===== src/rtl/mmio_bus_controller.sv =====
// mmio_bus_controller: routes core data-port accesses to data RAM (stack or
// data region, zero latency) or to one of N_PERIPH MMIO slots laid out at
// MMIO_BASE + k*MMIO_STRIDE. MMIO accesses stall the core while a small
// IDLE/WAIT/DONE handshake waits for the slot's ready or a timeout.
`timescale 1ns/1ps
module mmio_bus_controller #(
    parameter int unsigned            DATA_WIDTH  = 32,
    parameter int unsigned            ADDR_WIDTH  = 32,
    parameter int unsigned            N_PERIPH    = 4,
    parameter logic [ADDR_WIDTH-1:0]  MMIO_BASE   = 'h10010024,
    parameter int unsigned            MMIO_STRIDE = 4,
    parameter logic [ADDR_WIDTH-1:0]  STACK_LO    = 'h10011000,
    parameter logic [ADDR_WIDTH-1:0]  STACK_HI    = 'h7FFFEFFC,
    parameter int unsigned            TIMEOUT     = 15
) (
    input  logic                           clk,
    input  logic                           rst_n,
    input  logic                           req_valid,
    input  logic                           req_we,
    input  logic [ADDR_WIDTH-1:0]          req_addr,
    input  logic [DATA_WIDTH-1:0]          req_wdata,
    output logic                           req_stall,
    output logic [DATA_WIDTH-1:0]          rdata,
    output logic                           err,
    output logic                           ram_we,
    output logic                           ram_addr_sel,
    input  logic [DATA_WIDTH-1:0]          ram_rdata,
    output logic [N_PERIPH-1:0]            periph_sel,
    output logic                           periph_we,
    output logic [DATA_WIDTH-1:0]          periph_wdata,
    input  logic [N_PERIPH-1:0]            periph_ready,
    input  logic [N_PERIPH*DATA_WIDTH-1:0] periph_rdata
);

    localparam int unsigned IDX_W = (N_PERIPH > 1) ? $clog2(N_PERIPH) : 1;
    localparam int unsigned CNT_W = $clog2(TIMEOUT + 1);
    // Slot addresses are compared in a widened space so a slot whose address
    // would overflow ADDR_WIDTH can never alias a low address.
    localparam int unsigned EXT_W = ADDR_WIDTH + 32;

    typedef enum logic [1:0] {
        S_IDLE = 2'd0,
        S_WAIT = 2'd1,
        S_DONE = 2'd2
    } state_t;

    state_t                  r_state;
    state_t                  w_next_state;
    logic [IDX_W-1:0]        r_slot;
    logic [CNT_W-1:0]        r_cnt;
    logic [N_PERIPH-1:0]     r_sel;
    logic                    r_we;
    logic [DATA_WIDTH-1:0]   r_wdata;
    logic [DATA_WIDTH-1:0]   r_rdata_q;
    logic                    r_err_q;

    logic [N_PERIPH-1:0]     w_hit_onehot;
    logic [IDX_W-1:0]        w_hit_idx;
    logic                    w_hit;
    logic                    w_stack;
    logic                    w_start;
    logic                    w_ready;
    logic                    w_timeout;
    logic [DATA_WIDTH-1:0]   w_slot_rdata;

    // Address decode: exact-match MMIO slot search, then stack window.
    always_comb begin
        w_hit_onehot = '0;
        w_hit_idx    = '0;
        for (int k = 0; k < N_PERIPH; k++) begin
            if ({{(EXT_W-ADDR_WIDTH){1'b0}}, req_addr} ==
                EXT_W'(MMIO_BASE) + EXT_W'(k) * EXT_W'(MMIO_STRIDE)) begin
                w_hit_onehot[k] = 1'b1;
                w_hit_idx       = IDX_W'(k);
            end
        end
    end

    assign w_hit        = |w_hit_onehot;
    assign w_stack      = (req_addr > STACK_LO) && (req_addr <= STACK_HI);
    assign w_start      = req_valid && w_hit;
    assign w_ready      = periph_ready[r_slot];
    assign w_timeout    = (r_cnt == CNT_W'(TIMEOUT - 1));
    assign w_slot_rdata = periph_rdata[int'(r_slot)*DATA_WIDTH +: DATA_WIDTH];

    // State register.
    always_ff @(posedge clk or negedge rst_n) begin
        if (!rst_n) begin
            r_state <= S_IDLE;
        end else begin
            r_state <= w_next_state;
        end
    end

    // Next-state logic: a started MMIO access waits for ready or timeout,
    // then spends exactly one un-stalled cycle in DONE while the core retires.
    always_comb begin
        w_next_state = r_state;
        case (r_state)
            S_IDLE:  if (w_start) w_next_state = S_WAIT;
            S_WAIT:  if (w_ready || w_timeout) w_next_state = S_DONE;
            S_DONE:  w_next_state = S_IDLE;
            default: w_next_state = S_IDLE;
        endcase
    end

    // Transaction registers: slot, strobes, wait counter and the result that DONE presents.
    always_ff @(posedge clk or negedge rst_n) begin
        if (!rst_n) begin
            r_slot    <= '0;
            r_cnt     <= '0;
            r_sel     <= '0;
            r_we      <= 1'b0;
            r_wdata   <= '0;
            r_rdata_q <= '0;
            r_err_q   <= 1'b0;
        end else begin
            case (r_state)
                S_IDLE: begin
                    if (w_start) begin
                        r_slot  <= w_hit_idx;
                        r_sel   <= w_hit_onehot;
                        r_we    <= req_we;
                        r_wdata <= req_wdata;
                        r_cnt   <= '0;
                        r_err_q <= 1'b0;
                    end
                end
                S_WAIT: begin
                    // The write strobe is a single pulse on the first WAIT cycle.
                    r_we  <= 1'b0;
                    r_cnt <= r_cnt + 1'b1;
                    if (w_ready) begin
                        r_rdata_q <= w_slot_rdata;
                        r_err_q   <= 1'b0;
                        r_sel     <= '0;
                    end else if (w_timeout) begin
                        r_rdata_q <= '0;
                        r_err_q   <= 1'b1;
                        r_sel     <= '0;
                    end
                end
                S_DONE: begin
                    r_err_q <= 1'b0;
                end
                default: begin
                    r_sel <= '0;
                    r_we  <= 1'b0;
                end
            endcase
        end
    end

    // Core-facing and RAM-facing outputs; RAM regions pass straight through.
    always_comb begin
        req_stall    = 1'b0;
        rdata        = ram_rdata;
        err          = 1'b0;
        ram_we       = req_valid && req_we && !w_hit;
        ram_addr_sel = !w_hit && w_stack;
        case (r_state)
            S_IDLE: req_stall = w_start;
            S_WAIT: req_stall = 1'b1;
            S_DONE: begin
                rdata = r_rdata_q;
                err   = r_err_q;
            end
            default: req_stall = 1'b0;
        endcase
    end

    assign periph_sel   = r_sel;
    assign periph_we    = r_we;
    assign periph_wdata = r_wdata;

endmodule


===== config.mk =====
export PLATFORM = sky130hd
export DESIGN_NAME = mmio_bus_controller
export DESIGN_NICKNAME = d
export VERILOG_FILES = /design/src/rtl/mmio_bus_controller.sv
export SDC_FILE = /design/constraint.sdc
export NUM_CORES = 1
export LEC_CHECK = 0
export BUFFER_PORTS_ARGS = -buffer_cell sky130_fd_sc_hd__buf_2
export CELL_PAD_IN_SITES_DETAIL_PLACEMENT = 0
export CELL_PAD_IN_SITES_GLOBAL_PLACEMENT = 1
export CORE_UTILIZATION = 30
export DETAILED_ROUTE_END_ITERATION = 8
export PLACE_DENSITY = 0.79
export SKIP_CTS_REPAIR_TIMING = 1
export SLEW_MARGIN = 20
export SYNTH_ARGS = -nofsm -noshare
export SYNTH_HDL_FRONTEND = slang
export SYNTH_SLANG_ARGS = --single-unit

===== constraint.sdc =====
create_clock -name clk -period 4.1 [get_ports clk]
set_input_delay 0.82 -clock clk [delete_from_list [all_inputs] [get_ports clk]]
set_output_delay 0.82 -clock clk [all_outputs]
set_load 0.03 [all_outputs]

**Word level (Yosys, flattened, before mapping)**

Index checks and enable logic that the tools add are counted.

- $add $sub $neg: 1
- Order comparisons: 3
- Equal/unequal tests: 10
- Shift operators: 1
- Mux-type cells: 29
- Bitwise gates (word level): 1
- Reductions and logical operators: 19

Operator list:

| kind | count |
|---|---|
| equality test 32 x 29 -> 1 bit (second input constant) | 4 |
| indexed part select 128 x 8 -> 32 bit | 1 |
| two-way mux 32 bit | 3 |
| greater-than comparator 32 x 29 -> 1 bit (second input constant) | 1 |
| <= comparator 32 x 31 -> 1 bit (second input constant) | 1 |
| two-way mux 4 bit | 4 |
| case mux 4 bit (3 select lines) | 1 |
| two-way mux 1 bit | 11 |
| AND reduction 2 bit | 5 |
| two-way mux 2 bit | 4 |
| case mux 4 bit (2 select lines) | 1 |
| AND reduction 3 bit | 2 |
| logical AND 1 bit | 5 |
| adder 4 x 1 -> 4 bit (second input constant) | 1 |
| equality test 4 bit (second input constant) | 1 |
| != test 2 bit (second input constant) | 2 |
| case mux 1 bit (2 select lines) | 2 |
| case mux 2 bit (2 select lines) | 1 |
| nonzero test 2 bit | 2 |
| OR reduction 4 bit | 1 |
| less-than comparator 2 x 3 -> 1 bit (second input constant) | 1 |
| != test 3 bit (second input constant) | 1 |
| case mux 1 bit (3 select lines) | 1 |
| nonzero test 3 bit | 1 |
| 7 further kinds | 7 |

- Flip-flop bits (word level): 78
- Bits of input ports: 232
- Output and inout port bits: 73
- Logic and storage cells: 72

**Longest topological paths before layout**

Gate-level depths: netlist (run 1).

- Depth in word-level cells: 6
- Mapped depth: 8
- Gate-level depth less buffers: 7

**Worst setup path after synthesis (run 1)**

Ideal clock, no wire load.

- Path type: input-to-output
- From: in req_addr[9]
- To: out req_stall
- Data arrival time: 2.470 ns
- Required time: 3.280 ns
- Slack: 0.810 ns
- Stages on the path: 5
- Buffers on the path: 1
- Cell sequence: or4_1 nor4_1 nand4_4 clkbuf_1 nand2_1

- Cells in the longest elaborated chain, start to end: 5
- Elaborated cells between the ends (all ways): 11
- Those cells by class: eq/ne: 4; mux: 5; reduce/logical: 2

Ends and longest elaborated chain:

| what | line | RTL |
|---|---|---|
| start, declared | 20 | `input logic [ADDR_WIDTH-1:0] req_addr,` |
| equality test 32 x 29 -> 1 bit | 71 | `if ({{(EXT_W-ADDR_WIDTH){1'b0}}, req_addr} ==` |
| two-way mux 1 bit | 71 |  |
| OR reduction 4 bit * | 79 | `assign w_hit = \|w_hit_onehot;` |
| logical AND 1 bit * | 81 | `assign w_start = req_valid && w_hit;` |
| case mux 1 bit (2 select lines) * | 161 | `case (r_state)` |
| end, declared | 22 | `output logic req_stall,` |

Mark *: on every way between the ends. The rest lies on a longest branch, timed or not.

**Worst setup path after layout (run 1)**

- From: in req_addr[9]
- To: out ram_we

- Cells in the longest elaborated chain, start to end: 5
- Elaborated cells between the ends (all ways): 11
- Those cells by class: eq/ne: 4; mux: 4; reduce/logical: 3

Ends and longest elaborated chain:

| what | line | RTL |
|---|---|---|
| equality test 32 x 29 -> 1 bit | 71 |  |
| two-way mux 1 bit | 71 |  |
| OR reduction 4 bit * | 79 |  |
| logical NOT 1 bit * | 159 | `ram_we = req_valid && req_we && !w_hit;` |
| logical AND 1 bit * | 159 |  |
| end, declared | 25 | `output logic ram_we,` |

Marked as above.

==> impl_metrics.csv, run 1 <==
group,metric,value,unit
setup_path,path_class,"input pin to primary output",
synthesis,synth-edff-count,0,
timing,relSlewSlack,0.3771,
timing,period_needed,3.417,ns
synthesis,async_flop_share,1.000,
timing,rsz0062_at_grt,"no",
synthesis,yosysUniqueCellTypes,42,
layout,final_common_cell,"buf_2",
global_routing,grt_use_total,0.1749,
timing,period_share,0.8335,
setup_path,reg2reg_depth,5,
power_and_ir_drop,power.total,1.871,mW
timing,finalMaxSlewViolations,0,
die,io_pins,305,
power_and_ir_drop,leakagePower,3.439,nW
global_routing,overflow,0,
placement,place_ws,0.6995,ns
placement,place.gp.congestion,0.8667,
setup_path,r2r-end,"r_rdata_q[11]$_DFFE_PN0P_",
flow_run,maxCapViolCount,0,
layout,drive_gt1_frac,0.6755,
timing,fin_tns_setup,0,ns
drt,dr.pass1.iters,6,
clock_network,cts_tree,"yes",
synthesis,postSynthNetCount,570,
die,initial_utilization,0.3111,
timing,finalWorstSetupSlack,0.6825,ns
die,design.core.area,14700,um2
setup_path,required,3.28,ns
drt,postRouteAntennaNets,0,
synthesis,ys_seq_area_frac,0.4268,
clock_network,clk_latency,0.33,ns
layout,post_layout_nonfiller_instances,822,
layout,final_cell_mix,"303 x buf_2, 76 x dfrtp_1, 38 x mux2_2",
die,die_y,125.5,um
worst_hold_path,hp-class,"input pin to async pin",
drt,drc,16,
global_routing,grt_pass1_wl,21.62,mm
timing,finalHoldViolCount,0,
timing,finalClockSkew,0.008149,ns
clock_network,clock-root-buffer,"clkbuf_16",
layout,syn_to_final_growth,44.35,%
placement,hpwl,10.57,mm
placement,port_buffers,304,
synthesis,yosys_warnings,0,
layout,finish.instance_area,6601,um2
placement,dp_cells,805,
timing,setup-violations-final,0,
clock_network,cts_buffers,9,
power_and_ir_drop,irDropWorstVdd,0.2191,mV
clock_network,clk_pin_slew_worst_paths,0.06,ns
setup_path,crit_path_end_kind,"primary output",
setup_path,r2r_setup_slack,2.18,ns
setup_path,rr_startpoint,"r_slot[0]$_DFFE_PN0P_",
clock_network,h-tree-depth,3,
synthesis,postSynthCellCount,336,
drt,vias_per_cell,4.977,
timing,tightest_slew,0.9322,ns
setup_path,cp-start-kind,"input pin",
run_status,violations,"design-rule violations",
clock_network,cts_buffer_depth,2,
global_routing,grt_max_degree,79,
synthesis,ys.flop_type,"dfrtp_1",
layout,layout.nets,867,
die,die-area,15740,um2
drt,num_vias,4091,
die,num_rows,44,
synthesis,synth_area_per_cell,13.61,um2
layout,antenna_cells,0,
setup_path,arrival,2.60,ns
run_status,status,"finished, violations left",
timing,fmax,0.2926,GHz
synthesis,ys_ff_latch,78,
placement,dpl_cell_area,6260,um2
die,fp.dieW,125.5,um
synthesis,synth_area,4573,um2
global_routing,grt_pass1_vias,4178,
clock_network,cts.sinks,78,
setup_path,crit_fanout,3,
drt,wl_per_cell,16.72,um
drt,wl,13.74,mm
drt,drtIter0Drc,153,
power_and_ir_drop,p_per_area,283.5,nW/um2
global_routing,antenna_found_initial,0,
## worst max-delay path: stages
cell,delay [ns]
buf_2,0.10
or4_1,0.54
or4_1,0.54
nor4_2,0.28
a21oi_1,0.12
buf_2,0.19
## metal layers
| layer | track usage | vias to the layer above | wire (um) |
|---|---|---|---|
| li1 | - | 1905 | - |
| met1 | 0.2261 | 2006 | 5835 |
| met2 | 0.3000 | 169 | 6900 |
| met3 | 0.03252 | 11 | 825 |
| met4 | 0.04519 | 0 | 181 |
| met5 | 0 | - | 0 |
## registers in the layout, summed over array words and instances (netlist names)
name / cells
periph_wdata: 32
r_rdata_q: 32
periph_sel: 4
r_cnt: 4
r_slot: 2
r_state: 2
periph_we: 1
r_err_q: 1
## area by class of cell
type	instances	area, um2
clock buffers	10	229.0
clock inverters	6	92.59
fillers	1393	8098
inverters	4	15.01
multi-input cells	230	2499
flip-flops and latches	78	1954
well taps	184	230.2
repair buffers	310	1582
## through the flow
| stage | utilization | hold slack (ns) |
|---|---|---|
| floorplan | - | 0.4672 |
| global placement | 0.4259 | 0.4841 |
| finish | 0.4491 | 0.4711 |
| detailed placement | 0.4259 | 0.4853 |
| CTS | 0.4477 | 0.4999 |
| global route | 0.4491 | 0.5056 |
## report_power, final
part / switching, mW / total, mW / internal (mW) / leakage, nW
Clock: 0.315 / 0.852 / 0.538 / 0.150
Combinational: 0.118 / 0.250 / 0.131 / 2.22
Sequential: 0.0000000207 / 0.770 / 0.770 / 1.07
Total: 0.433 / 1.87 / 1.44 / 3.44
## synth_stat cells (all sizes together), types with 4 or more instances
cell type	count	area, um2
a22o	32	280.3
and2	4	25.02
buf	7	51.30
clkbuf	17	63.81
dfrtp	78	1952
inv	4	15.01
mux2	65	833.3
mux4	33	743.2
nand2	10	37.54
nand2b	6	37.54
nand3	9	45.04
nand4	9	71.32
nor2	9	33.78
nor2b	4	25.02
nor3	6	30.03
nor4	5	37.53
o21ai	9	45.04
## cell families after synthesis
| kind of cell | synth area share |
|---|---|
| compound gates | 0.09576 |
| buf+inv | 0.02845 |
| xor+xnor | 0.005747 |
| flops | 0.4268 |
| fa+ha+maj | 0.005471 |
| mux | 0.3469 |
| simple gates | 0.09084 |
## how the worst max path moves through the flow
stage                     slack (ns)  cells past startpoint         from        end
after global placement          0.70                      6  req_addr[9]     ram_we
after CTS                       0.69                      6  req_addr[9]     ram_we
final                           0.68                      6  req_addr[9]     ram_we
after floorplan                 0.81                      5  req_addr[9]  req_stall
after detailed placement        0.70                      6  req_addr[9]     ram_we
after global routing            0.58                      6  req_addr[9]     ram_we
Power figures use the tool's default switching activity.
==> run 2, diff against run 1 <==
Clock period 4.1 ns to 3.6 ns, I/O delays scaled along.
==> run 2 against run 1 <==
  * The run still ends with design-rule violations left
  * Worst hold slack got worse by 0.082 ns
  * Register-to-register slack got worse by 0.48 ns
  * Sequential power increased by 14%
  * Clock skew increased by 0.0047 ns
  * Via count increased by 1.6%
  * Clock-buffer cell count unchanged
  * Worst setup slack got worse by 0.34 ns
  * Clock power increased by 15%
  * Die area unchanged
==> impl_metrics.csv, run 2 (synthesis results as in run 1) <==
group,metric,value,unit
timing,fin_tns_setup,0,ns
die,die_y,125.5,um
power_and_ir_drop,irDropWorstVdd,0.1871,mV
power_and_ir_drop,sequentialPowerShare,0.410,
drt,wl,13.79,mm
setup_path,cp-start-kind,"input pin",
power_and_ir_drop,power.share.clock,0.458,
power_and_ir_drop,power.internal,1.639,mW
layout,post_layout_nonfiller_instances,823,
placement,dpl_cell_area,6267,um2
worst_hold_path,hp-class,"input pin to async pin",
die,fp.dieW,125.5,um
die,die-area,15740,um2
setup_path,required,2.88,ns
flow_run,maxCapViolCount,0,
layout,finish.instance_area,6609,um2
drt,drc,16,
timing,finalHoldViolCount,0,
drt,drtIter0Drc,150,
power_and_ir_drop,leakagePower,3.445,nW
placement,dp_cells,806,
power_and_ir_drop,power.switching,501.7,uW
timing,finalWorstSetupSlack,0.3432,ns
setup_path,arrival,2.54,ns
clock_network,cts_buffer_depth,2,
layout,layout.nets,868,
die,design.core.area,14700,um2
timing,period_needed,3.257,ns
power_and_ir_drop,p_per_area,323.8,nW/um2
die,initial_utilization,0.3111,
timing,tightest_slew,0.6713,ns
timing,period_share,0.9047,
timing,finalClockSkew,0.01282,ns
layout,final_common_cell,"buf_2",
placement,place_ws,0.3769,ns
setup_path,path_class,"input pin to primary output",
placement,place.gp.congestion,0.8616,
die,num_rows,44,
global_routing,grt_pass1_wl,21.85,mm
drt,num_vias,4155,
drt,vias_per_cell,5.049,
timing,finalMaxSlewViolations,0,
clock_network,clock-root-buffer,"clkbuf_16",
setup_path,crit_path_end_kind,"primary output",
layout,antenna_cells,0,
placement,hpwl,10.52,mm
run_status,status,"finished, violations left",
drt,postRouteAntennaNets,0,
clock_network,h-tree-depth,3,
power_and_ir_drop,switching_share,0.2344,
global_routing,grt_use_total,0.1757,
layout,final_cell_mix,"303 x buf_2, 76 x dfrtp_1, 38 x mux2_2",
timing,fmax,0.3070,GHz
timing,rsz0062_at_grt,"no",
run_status,violations,"design-rule violations",
layout,finalCoreUtilization,0.4496,
timing,setup-violations-final,0,
placement,port_buffers,304,
setup_path,crit_fanout,3,
clock_network,cts_tree,"yes",
clock_network,cts_buffers,9,
drt,dr.pass1.iters,8,
power_and_ir_drop,p_comb_frac,0.133,
global_routing,overflow,0,
clock_network,cts.sinks,78,
timing,relSlewSlack,0.5525,
clock_network,clk_pin_slew_worst_paths,0.06,ns
die,io_pins,305,
layout,drive_gt1_frac,0.6761,
global_routing,grt_max_degree,79,
global_routing,grt_pass1_vias,4371,
global_routing,antenna_found_initial,0,
layout,syn_to_final_growth,44.51,%
clock_network,clk_latency,0.33,ns
drt,wl_per_cell,16.75,um
-- run 2: power groups by stage --
| stage | Sequential [mW] | Clock (mW) | Combinational (mW) |
|---|---|---|---|
| after floorplan | 0.893 | 0 | 0.108 |
| after global placement | 0.893 | 0 | 0.278 |
| after detailed placement | 0.893 | 0 | 0.283 |
| after CTS | 0.876 | 1.01 | 0.285 |
| after global routing | 0.876 | 1.05 | 0.308 |
| final | 0.876 | 0.980 | 0.284 |
-- run 2: final cells by class --
type	count	area [um2]
sequential	78	1954
inverter	4	15.01
fill	1369	8090
clock inverter	6	92.59
clock buffer	10	229.0
tap	184	230.2
multi-input combinational	230	2499
timing repair buffer	311	1589
-- run 2: worst paths after layout --
kind | startpoint | to | slack (ns) | depth (start not counted)
max in group asynchronous | rst_n | r_rdata_q[11]$_DFFE_PN0P_ | 2.61 | 2
setup reg to reg | r_slot[0]$_DFFE_PN0P_ | r_rdata_q[0]$_DFFE_PN0P_ | 1.70 | 5
hold reg to reg | periph_sel[1]$_DFFE_PN0P_ | periph_sel[1]$_DFFE_PN0P_ | 0.50 | 2
setup / recovery | req_addr[9] | ram_we | 0.34 | 6
min in group clk | periph_sel[1]$_DFFE_PN0P_ | periph_sel[1]$_DFFE_PN0P_ | 0.50 | 2
hold / removal | rst_n | periph_wdata[4]$_DFFE_PN0P_ | 0.39 | 1
-- run 2: per-layer routing --
layer	global-route usage	vias up	wire length (um)
li1	-	1911	-
met1	0.2261	2070	5936
met4	0.04161	0	131
met3	0.02995	7	778
met2	0.3065	167	6939
met5	0	-	0
-- run 2: per-stage QoR --
stage,power (mW),hold slack (ns)
2_1_floorplan,1.001,0.4244
3_3_place_gp,1.171,0.4843
3_5_place_dp,1.176,0.4867
4_1_cts,2.168,0.5024
5_1_grt,2.236,0.4325
6_report,2.140,0.3892
-- run 2: worst max-delay path, stage by stage --
cell	delay, ns
buf_2	0.10
or4_1	0.55
or4_1	0.55
nor4_2	0.29
a21oi_1	0.13
buf_2	0.19
==> run 3, diff against run 2 <==
Settings changed: CORE_UTILIZATION 30 to 28, PLACE_DENSITY 0.79 to unset, PLACE_DENSITY_LB_ADDON set to 0.12.
Clock period 3.6 ns to 2.65 ns, I/O delays scaled along.
==> run 3 against run 2 <==
  * The run ends with negative setup slack left
  * Sequential share of layout area down 0.69 points
  * Worst setup slack worse by 0.40 ns
  * Total power up 33%
  * Routed wire length up 2.1%
  * Worst hold slack worse by 0.23 ns
  * Register-to-register slack worse by 0.94 ns
  * Cell area up 2.4%
  * Flip-flop and latch count unchanged
  * Via count down 2.7%
  * Combinational power up 38%
  * Non-clock buffer count up 10
  * Sequential power up 36%
  * Critical path type unchanged
  * Largest power group unchanged
  * Highest routed layer unchanged
==> impl_metrics.csv, run 3 (synthesis results as in run 1) <==
group,metric,value,unit
die,num_rows,46,
layout,layout.nets,878,
global_routing,overflow,0,
timing,rsz0062_at_grt,"yes",
timing,setup-violations-final,2,
drt,drc,0,
setup_path,path_class,"input pin to primary output",
timing,relSlewSlack,0.5575,
global_routing,grt_max_degree,42,
setup_path,r2r_setup_slack,0.76,ns
setup_path,r2r-end,"r_rdata_q[2]$_DFFE_PN0P_",
timing,finalWorstSetupSlack,-0.05438,ns
setup_path,crit_chain,"buf_6, or4_4, or4_4, nor4_4, a21oi_1, buf_4",
layout,post_layout_nonfiller_instances,865,
placement,place.gp.congestion,0.8017,
setup_path,crit_path_end_kind,"primary output",
placement,dp_cells,849,
setup_path,cp-start-kind,"input pin",
drt,vias_per_cell,4.674,
flow_run,maxCapViolCount,0,
global_routing,antenna_found_initial,0,
clock_network,cts_buffers,9,
drt,num_vias,4043,
setup_path,reg2reg_depth,5,
die,design.core.area,15940,um2
clock_network,cts_tree,"yes",
timing,finalClockSkew,0.006646,ns
timing,period_needed,2.704,ns
global_routing,top_usage_layer,"met2",
drt,dr.pass1.iters,4,
setup_path,slowest_delay,0.57,ns
clock_network,clock-root-buffer,"clkbuf_16",
placement,hpwl,10.90,mm
die,die-area,16850,um2
setup_path,critPathMostFrequentCell,"or4_4",
layout,final_cell_mix,"300 x buf_2, 76 x dfrtp_1, 38 x mux2_2",
clock_network,clk_pin_slew_worst_paths,0.06,ns
global_routing,gr-usage-met3,0.04264,
setup_path,required,2.12,ns
timing,finalHoldViolCount,0,
clock_network,cts_buffer_depth,2,
setup_path,path_delay_family,"simple AND/OR/NAND/NOR gates",
clock_network,cts.sinks,78,
worst_hold_path,hp-class,"input pin to async pin",
placement,port_buffers,304,
drt,drtIter0Drc,132,
power_and_ir_drop,p_per_area,422.2,nW/um2
timing,fmax,0.3698,GHz
die,fp.dieW,129.8,um
timing,finalMaxSlewViolations,0,
drt,wl_per_cell,16.28,um
drt,wl,14.08,mm
power_and_ir_drop,leakagePower,3.527,nW
timing,hold_ws,0.1613,ns
die,io_pins,305,
power_and_ir_drop,irDropWorstVdd,0.3008,mV
setup_path,critPathBufInv,2,
run_status,violations,"negative setup slack",
clock_network,h-tree-depth,3,
timing,period_share,1.021,
setup_path,rr_startpoint,"r_slot[0]$_DFFE_PN0P_",
setup_path,arrival,2.17,ns
run_status,status,"finished, violations left",
global_routing,met1_usage,0.1942,
clock_network,clk_latency,0.34,ns
global_routing,grt_use_total,0.1641,
global_routing,grt_pass1_vias,3945,
die,die_y,129.8,um
die,initial_utilization,0.2868,
layout,syn_to_final_growth,47.96,%
drt,postRouteAntennaNets,0,
timing,tightest_slew,0.6638,ns
setup_path,crit_slowest_cell,"or4_4",
global_routing,met2_usage,0.2907,
layout,final_common_cell,"buf_2",
layout,antenna_cells,0,
layout,final.fill_count,1595,
global_routing,grt_pass1_wl,20.70,mm
setup_path,crit_fanout,3,
layout,drive_gt1_frac,0.6888,
[run 3: changes by cell type in the layout (fill, tap and decap cells not counted), moves of 2 or more]
cell,before,now
buf_4,7,18
or4_4,0,2
or4_1,3,1
clkinv_4,0,3
buf_2,303,300
[run 3: how the worst max path moves through the flow]
stage | startpoint | cells after the start | to
after detailed placement | req_addr[9] | 6 | ram_addr_sel
after global routing | req_addr[9] | 6 | ram_we
after CTS | req_addr[9] | 6 | ram_addr_sel
after global placement | req_addr[9] | 6 | ram_addr_sel
after floorplan | req_addr[3] | 5 | req_stall
final | req_addr[9] | 6 | ram_we
[run 3: per-layer routing]
layer | vias up | wire (um)
li1 | 1923 | -
met1 | 1930 | 5698
met2 | 178 | 7279
met3 | 12 | 922
met4 | 0 | 180
met5 | - | 0
[run 3: power by group]
part           switching (mW)  leakage, nW  internal (mW)  total (mW)
sequential       0.0000000311         1.07           1.19        1.19
combinational           0.183         2.31          0.211       0.393
clock                   0.532        0.147          0.741        1.27
total                   0.715         3.53           2.14        2.86
[run 3: cell type report]
class	instances	area, um2	area share
Tap cell	216	270.3	0.03994
Multi-Input combinational cell	230	2532	0.3743
Clock inverter	7	81.33	0.01202
Sequential cell	78	1954	0.2888
Inverter	4	15.01	0.002219
Timing Repair Buffer	321	1688	0.2494
Clock buffer	9	225.2	0.03328
[run 3: metrics by stage]
step / setup TNS (ns) / cell area, um2 / worst slack (ns) / utilization / total power, mW
global route: -0.2857 / 6766 / -0.1392 / 0.4244 / 2.977
CTS: -0.2754 / 6728 / -0.1512 / 0.4220 / 2.900
floorplan: 0 / 4579 / 0.02511 / - / 1.360
detailed placement: -0.2660 / 6421 / -0.1403 / 0.4028 / 1.607
global placement: -0.2093 / 6421 / -0.1048 / 0.4028 / 1.604
finish: -0.1008 / 6766 / -0.05438 / 0.4244 / 2.857
